==> config.mk <==
export PLATFORM = sky130hd
export DESIGN_NAME = i2s_transmitter
export DESIGN_NICKNAME = d
export VERILOG_FILES = /design/src/rtl/i2s_transmitter.sv
export SDC_FILE = /design/constraint.sdc
export NUM_CORES = 1
export LEC_CHECK = 0
export BUFFER_PORTS_ARGS = -buffer_cell sky130_fd_sc_hd__clkbuf_2
export CAP_MARGIN = 20
export CELL_PAD_IN_SITES_DETAIL_PLACEMENT = 0
export CELL_PAD_IN_SITES_GLOBAL_PLACEMENT = 1
export CORE_ASPECT_RATIO = 1.25
export CORE_UTILIZATION = 47
export DETAILED_ROUTE_END_ITERATION = 12
export GPL_TIMING_DRIVEN = 1
export PLACE_DENSITY_LB_ADDON = 0.3
export SLEW_MARGIN = 20
export SYNTH_ARGS = -nofsm -noshare
export SYNTH_HDL_FRONTEND = slang
export SYNTH_SLANG_ARGS = --single-unit
==> constraint.sdc <==
create_clock -name i_clk -period 5.3 [get_ports i_clk]
set_clock_uncertainty 0.1 [all_clocks]
set_input_delay 0.265 -clock i_clk [delete_from_list [all_inputs] [get_ports i_clk]]
set_output_delay 0.265 -clock i_clk [all_outputs]
set_load 0.05 [all_outputs]
==> src/rtl/i2s_transmitter.sv <==
// Mono I2S serializer: divides i_clk into BCLK/LRCLK and sends the held 24-bit sample on both slots.
// Define I2S_LEFT_JUSTIFIED_EN for left-justified framing; standard I2S (one-BCLK delay) otherwise.
module i2s_transmitter #(
    parameter int BCLK_HALF_DIV = 8,
    parameter int SLOT_BITS     = 32
) (
    input  logic        i_clk,
    input  logic        i_reset,
    input  logic [23:0] i_sample,
    output logic        o_sample_req,
    output logic        o_bclk,
    output logic        o_lrclk,
    output logic        o_sdata
);

    localparam int DIV_W = $clog2(BCLK_HALF_DIV);

    if (BCLK_HALF_DIV < 2) begin : g_bad_div
        $error("i2s_transmitter: BCLK_HALF_DIV must be >= 2");
    end
    if (SLOT_BITS != 32) begin : g_bad_slot
        $error("i2s_transmitter: SLOT_BITS is fixed at 32");
    end

    logic [DIV_W-1:0] div_cnt;
    logic [5:0]       bit_cnt;
    logic [23:0]      hold;

    logic        tick;
    logic        fall_tick;
    logic [5:0]  bit_nxt;
    logic        frame_wrap;
    logic [23:0] hold_nxt;
    logic [31:0] slot;
    logic [4:0]  pos;
    logic [4:0]  sd_idx;
    logic        sdata_nxt;
    logic        lrclk_nxt;

    always_comb begin
        tick       = (div_cnt == DIV_W'(BCLK_HALF_DIV - 1));
        fall_tick  = tick && o_bclk;
        bit_nxt    = bit_cnt + 6'd1;
        frame_wrap = (bit_nxt == 6'd0);
        // The slot word must already reflect the sample latched on this same tick.
        hold_nxt   = frame_wrap ? i_sample : hold;
        slot       = {hold_nxt, 8'h00};
        pos        = bit_nxt[4:0];
`ifdef I2S_LEFT_JUSTIFIED_EN
        sd_idx     = 5'd31 - pos;
        sdata_nxt  = slot[sd_idx];
        lrclk_nxt  = ~bit_nxt[5];
`else
        sd_idx     = 5'd0 - pos;
        sdata_nxt  = (pos == 5'd0) ? 1'b0 : slot[sd_idx];
        lrclk_nxt  = bit_nxt[5];
`endif
    end

    always_ff @(posedge i_clk) begin
        if (i_reset) begin
            div_cnt      <= '0;
            bit_cnt      <= 6'd63;
            hold         <= '0;
            o_bclk       <= 1'b0;
            o_lrclk      <= 1'b0;
            o_sdata      <= 1'b0;
            o_sample_req <= 1'b0;
        end else begin
            o_sample_req <= 1'b0;
            if (tick) begin
                div_cnt <= '0;
                o_bclk  <= ~o_bclk;
            end else begin
                div_cnt <= div_cnt + DIV_W'(1);
            end
            // Data and word select change only as BCLK falls; the DAC samples on the rise.
            if (fall_tick) begin
                bit_cnt <= bit_nxt;
                o_lrclk <= lrclk_nxt;
                o_sdata <= sdata_nxt;
                if (frame_wrap) begin
                    hold         <= i_sample;
                    o_sample_req <= 1'b1;
                end
            end
        end
    end

endmodule

### Word-level counts from Yosys, hierarchy flattened

Index checks and enable logic that the tools add are counted.

| cells by class | value |
|---|---|
| add/subtract/negate cells | 3 |
| order comparisons | 1 |
| eq/ne operators | 1 |
| mux-type cells | 5 |
| bitwise gates (word level) | 2 |
| reduce and logical (&&, ||, !) cells | 5 |

Operators with widths:

| kind | number |
|---|---|
| $mux W24 | 1 |
| $add A6 B1 Y6 const B | 1 |
| $logic_not A6 Y1 | 1 |
| $lt A5 B6 Y1 const B | 1 |
| $bmux W1 S5 | 1 |
| $logic_not A5 Y1 | 1 |
| $sub A1 B5 Y5 const A | 1 |
| $reduce_or A2 Y1 | 2 |
| $add A3 B1 Y3 const B | 1 |
| $eq A3 B3 Y1 const B | 1 |
| $mux W1 | 3 |
| $not A1 Y1 | 2 |
| $logic_and A1 B1 Y1 | 1 |

| storage, ports and cells | value |
|---|---|
| flip-flop bits (word level) | 37 |
| input bits | 26 |
| output and inout port bits | 4 |
| logic and storage cells | 24 |

### Depth between registers and ports, before layout

| logic depth | value |
|---|---|
| depth after elaboration | 6 |
| gate-level depth with buffers | 12 |
| mapped depth without buffers | 9 |

### Worst setup path before layout

OpenSTA, ideal clock, no wires.

| timing path | value |
|---|---|
| path type | register to register |
| start | register bit_cnt[1] |
| end | register o_sdata |
| library setup time | 121 ps |
| data arrival time | 2386 ps |
| required time | 5079 ps |
| slack | 2693 ps |
| cell stages (with the launch flop) | 11 |
| path buffers | 2 |
| period minus slack after synthesis | 2607 ps |
| cell sequence | dfxtp_1 > ha_1 > buf_6 > nand3_4 > nor4b_2 > o311a_1 > buf_6 > mux4_2 > or3_1 > a31oi_1 > o31ai_1 |

| between the ends | value |
|---|---|
| cells in the longest elaborated chain, start to end | 6 |
| elaborated cells between the ends (all ways) | 8 |
| classes of those cells | add/sub: 2; mux: 4; reduce/logical: 2 |

RTL lines:

| item | RTL line | RTL |
|---|---|---|
| from (decl) | 26 | `logic [5:0] bit_cnt;` |
| from (signal assigned) | 79 | `bit_cnt <= bit_nxt;` |
| $add A6 B1 Y6 * | 43 | `bit_nxt = bit_cnt + 6'd1;` |
| branches (longest 4 deep; another with $sub A1 B5 Y5) | n/a |  |
| $mux W1 * | 55 | `sdata_nxt = (pos == 5'd0) ? 1'b0 : slot[sd_idx];` |
| to (signal assigned) | 81 | `o_sdata <= sdata_nxt;` |
| to (decl) | 13 | `output logic o_sdata` |

Every way passes the cells marked *. The select of a mux whose other input is x is not followed.
A chain may end at the register's enable or synchronous reset.

### Worst setup path in the final report

| timing path | value |
|---|---|
| start | register bit_cnt[0] |
| end | register o_sdata |

Same word-level chain as after synthesis.

==> metrics <==
vias in the first global route=1460; share of the cycle needed by the critical path after routing=70.7%; number of antenna repair diodes=0; count of yosys warnings during synthesis=0; post-CTS setup-driven buffer insertion count=0; maximum resistive drop on vdd=0.217 mV; fraction of final layout cells with drive strength greater than 1=26.0%; Clk pin slew, worst setup/hold paths=0.08 ns; growth of design area from synthesis to finish=13.4%; I/O pin count=30; die area=4300 um^2; path class of the lowest-slack min-delay path=in2reg; flops & latches, synth=37; drt pass-1 iters=4; routed via count=1443; pin count of the biggest net entering global routing=26; CTS hold repair buffers=0; storage element area=741 um^2; highest clock rate=267 MHz; Fin Setup TNS=0 ns; top cells by area in the synthesized netlist=dfxtp_1 (39%), a22o_1 (11%), mux4_2 (7.1%); Detail Placement HPWL=2800 um; residual DRC count=0; launch point of the worst reg-to-reg path=bit_cnt[0]$_SDFFE_PP1P_; destination of the worst hold path=hold[23]$_SDFFE_PP0P_; Worst Hold Path Cells=2; commonest non-fill, non-tap cells in the layout=dfxtp_1 (37), clkbuf_2 (29), a22o_1 (24); Worst Min Path Start=i_sample[23]; first-pass GRT wire length=6820 um; Core Rows=25; Clock Root Buffer=clkbuf_8; Initial Utilization=49.7%; global-route total usage across every layer=21.4%; clock buffer depth=2; CP Capture Type=register; area of the multi-input gates=1060 um^2; maximum fanout along the worst path=18; critical path required time=5.39 ns; primary flip-flop cell chosen by synthesis mapping=dfxtp_1; number of DRC markers in iteration 0=52; Critical Setup Path Class=reg2reg; endpoint of the lowest-slack register-to-register path=o_sdata$_SDFFE_PP0P_; ANT nets after route=0; most common library cell in the layout ignoring fill and taps=dfxtp_1; total nets after synthesis=205; top-area cell type share of the netlist area=39.0%; final design utilization=56.4%; number of pins exceeding their max-slew limit in the final report=0; Worst-Margin Slew=0.965 ns; Leakage Power=0.000929 uW; worst r2r path cells=8; remaining max-slew budget at the tightest pin=35.6%; RSZ-0062 raised after global routing=no; count of mapped cells out of synthesis=174; run status=finished, final reports clean; internal reg-to-reg setup slack=1.55 ns; fillcell total=363; antenna violations before repair=0; Hold Fails Final Rpt=0; Inserted Clock Buffers=5; total routed wirelength=4040 um; Vias/cell=5.68; DIE WIDTH=58.8 um; Power Total=561 uW; sequential-to-total area share from yosys stat=39.0%; core region area=3820 um^2; post-CTS sizing=0; count of input and output buffers=29; number of distinct library cell variants in the gate-level netlist after synthesis=44; Worst Setup Start Kind=register; Avg WL per Cell=15.9 um; proportion of register bits with asynchronous set or reset after synthesis=0%; data arrival time of the worst path=3.83 ns; Layout Cell Area excl Fill=2150 um^2; biggest area consumer among synthesized cells=dfxtp_1; height of the die=73.1 um; P per Cell Area=261 nW/um^2; TritonCTS clock tree=done; total cell area at the placement stage=2040 um^2; final net count=230; number of flops mapped to enable cells by yosys=0; Skew-Pair Late Insertion Delay=0.30 ns; weighted congestion at the end of routability-driven global placement=0.789; minimum clock period after layout=3.75 ns; final global-route overflow total=0; number of setup violations in the final report=0; TritonCTS sink count=37; H-tree Lvls=2; netlist area before placement=1900 um^2; number of violations of the max-capacitance limit=0; average cell area after synthesis=10.9 um^2
## synth_stat cells (2+ instances only)
cell type  count
a21oi_1        2
a22o_1        24
a31oi_1        2
and2_1         4
and3_1         2
buf_2          5
buf_6          4
clkbuf_1       3
dfxtp_1       37
ha_1           5
inv_1          2
mux2i_1        8
mux4_1         2
mux4_2         6
nand2_1        9
nand2b_1       4
nand3_1        3
nand3b_1       3
nand4_1        2
nor2_1         4
nor3_1         6
nor3b_1        3
o21ai_0        3
o22ai_1        2
o31ai_1        2
or3b_2         2
xnor2_1        5
xor2_1         4
## cells by family (layout without fill, tap and decap cells)
logic type,Yosys count,in the layout,synth area share (%)
compound gates,43,43,18.3
xor+xnor,9,9,4.15
fa+ha+maj,5,5,3.30
buf+inv,15,41,5.08
flops,37,37,39.0
mux,16,16,14.1
simple gates,49,49,16.0
## worst max-delay path by stage
| stage | endpoint | cells past startpoint | slack (ns) | startpoint |
|---|---|---|---|---|
| final | o_sdata$_SDFFE_PP0P_ | 8 | 1.55 | bit_cnt[0]$_SDFFE_PP1P_ |
| after global placement | o_sdata$_SDFFE_PP0P_ | 8 | 1.70 | bit_cnt[0]$_SDFFE_PP1P_ |
| after detailed placement | o_sdata$_SDFFE_PP0P_ | 8 | 1.55 | bit_cnt[0]$_SDFFE_PP1P_ |
| after floorplan | o_sdata$_SDFFE_PP0P_ | 10 | 2.69 | bit_cnt[1]$_SDFFE_PP1P_ |
| after global routing | o_sdata$_SDFFE_PP0P_ | 8 | 1.27 | bit_cnt[0]$_SDFFE_PP1P_ |
| after CTS | o_sdata$_SDFFE_PP0P_ | 8 | 1.51 | bit_cnt[0]$_SDFFE_PP1P_ |
## layout make-up
| class | instances | share of cell area (%) |
|---|---|---|
| Multi-Input combinational cell | 122 | 49.3 |
| Sequential cell | 37 | 34.4 |
| Timing Repair Buffer | 31 | 7.44 |
| Clock buffer | 5 | 3.20 |
| Tap cell | 54 | 3.14 |
| Clock inverter | 3 | 2.15 |
| Inverter | 2 | 0.349 |
## critical path, stage by stage (launching register included)
cell	delay (ns)
dfxtp_1	0.63
ha_1	0.45
nand3_4	0.14
nor4b_2	0.25
o311a_1	0.85
mux4_2	0.60
or3_1	0.32
a31oi_1	0.19
o31ai_1	0.10
## flip-flops by register name, summed over array words and instances (netlist names)
register / count
bit_cnt: 6
div_cnt: 3
hold: 24
o_bclk: 1
o_lrclk: 1
o_sample_req: 1
o_sdata: 1
## per-layer routing
layer / up-vias / global-route usage (%) / share of wire (%)
met5: - / 0 / 0
met4: 0 / 9.52 / 1.5
met3: 5 / 4.96 / 3.4
met2: 34 / 35.7 / 51
met1: 692 / 25.9 / 44
li1: 712 / - / -
## power breakdown
group          internal [uW]  total (uW)  switching [uW]
clock                    141         251             110
combinational           15.7        29.5            13.8
sequential               280         281           0.978
## per-stage QoR
stage | worst slack (ns) | hold WS (ns) | instances
2_1_floorplan | 2.69 | 0.277 | 174
3_3_place_gp | 1.70 | 0.314 | 246
3_5_place_dp | 1.55 | 0.326 | 246
4_1_cts | 1.51 | 0.0812 | 254
5_1_grt | 1.27 | 0.0946 | 254
6_report | 1.55 | 0.0939 | 254
Note: power is estimated with default switching activity, not from simulation.
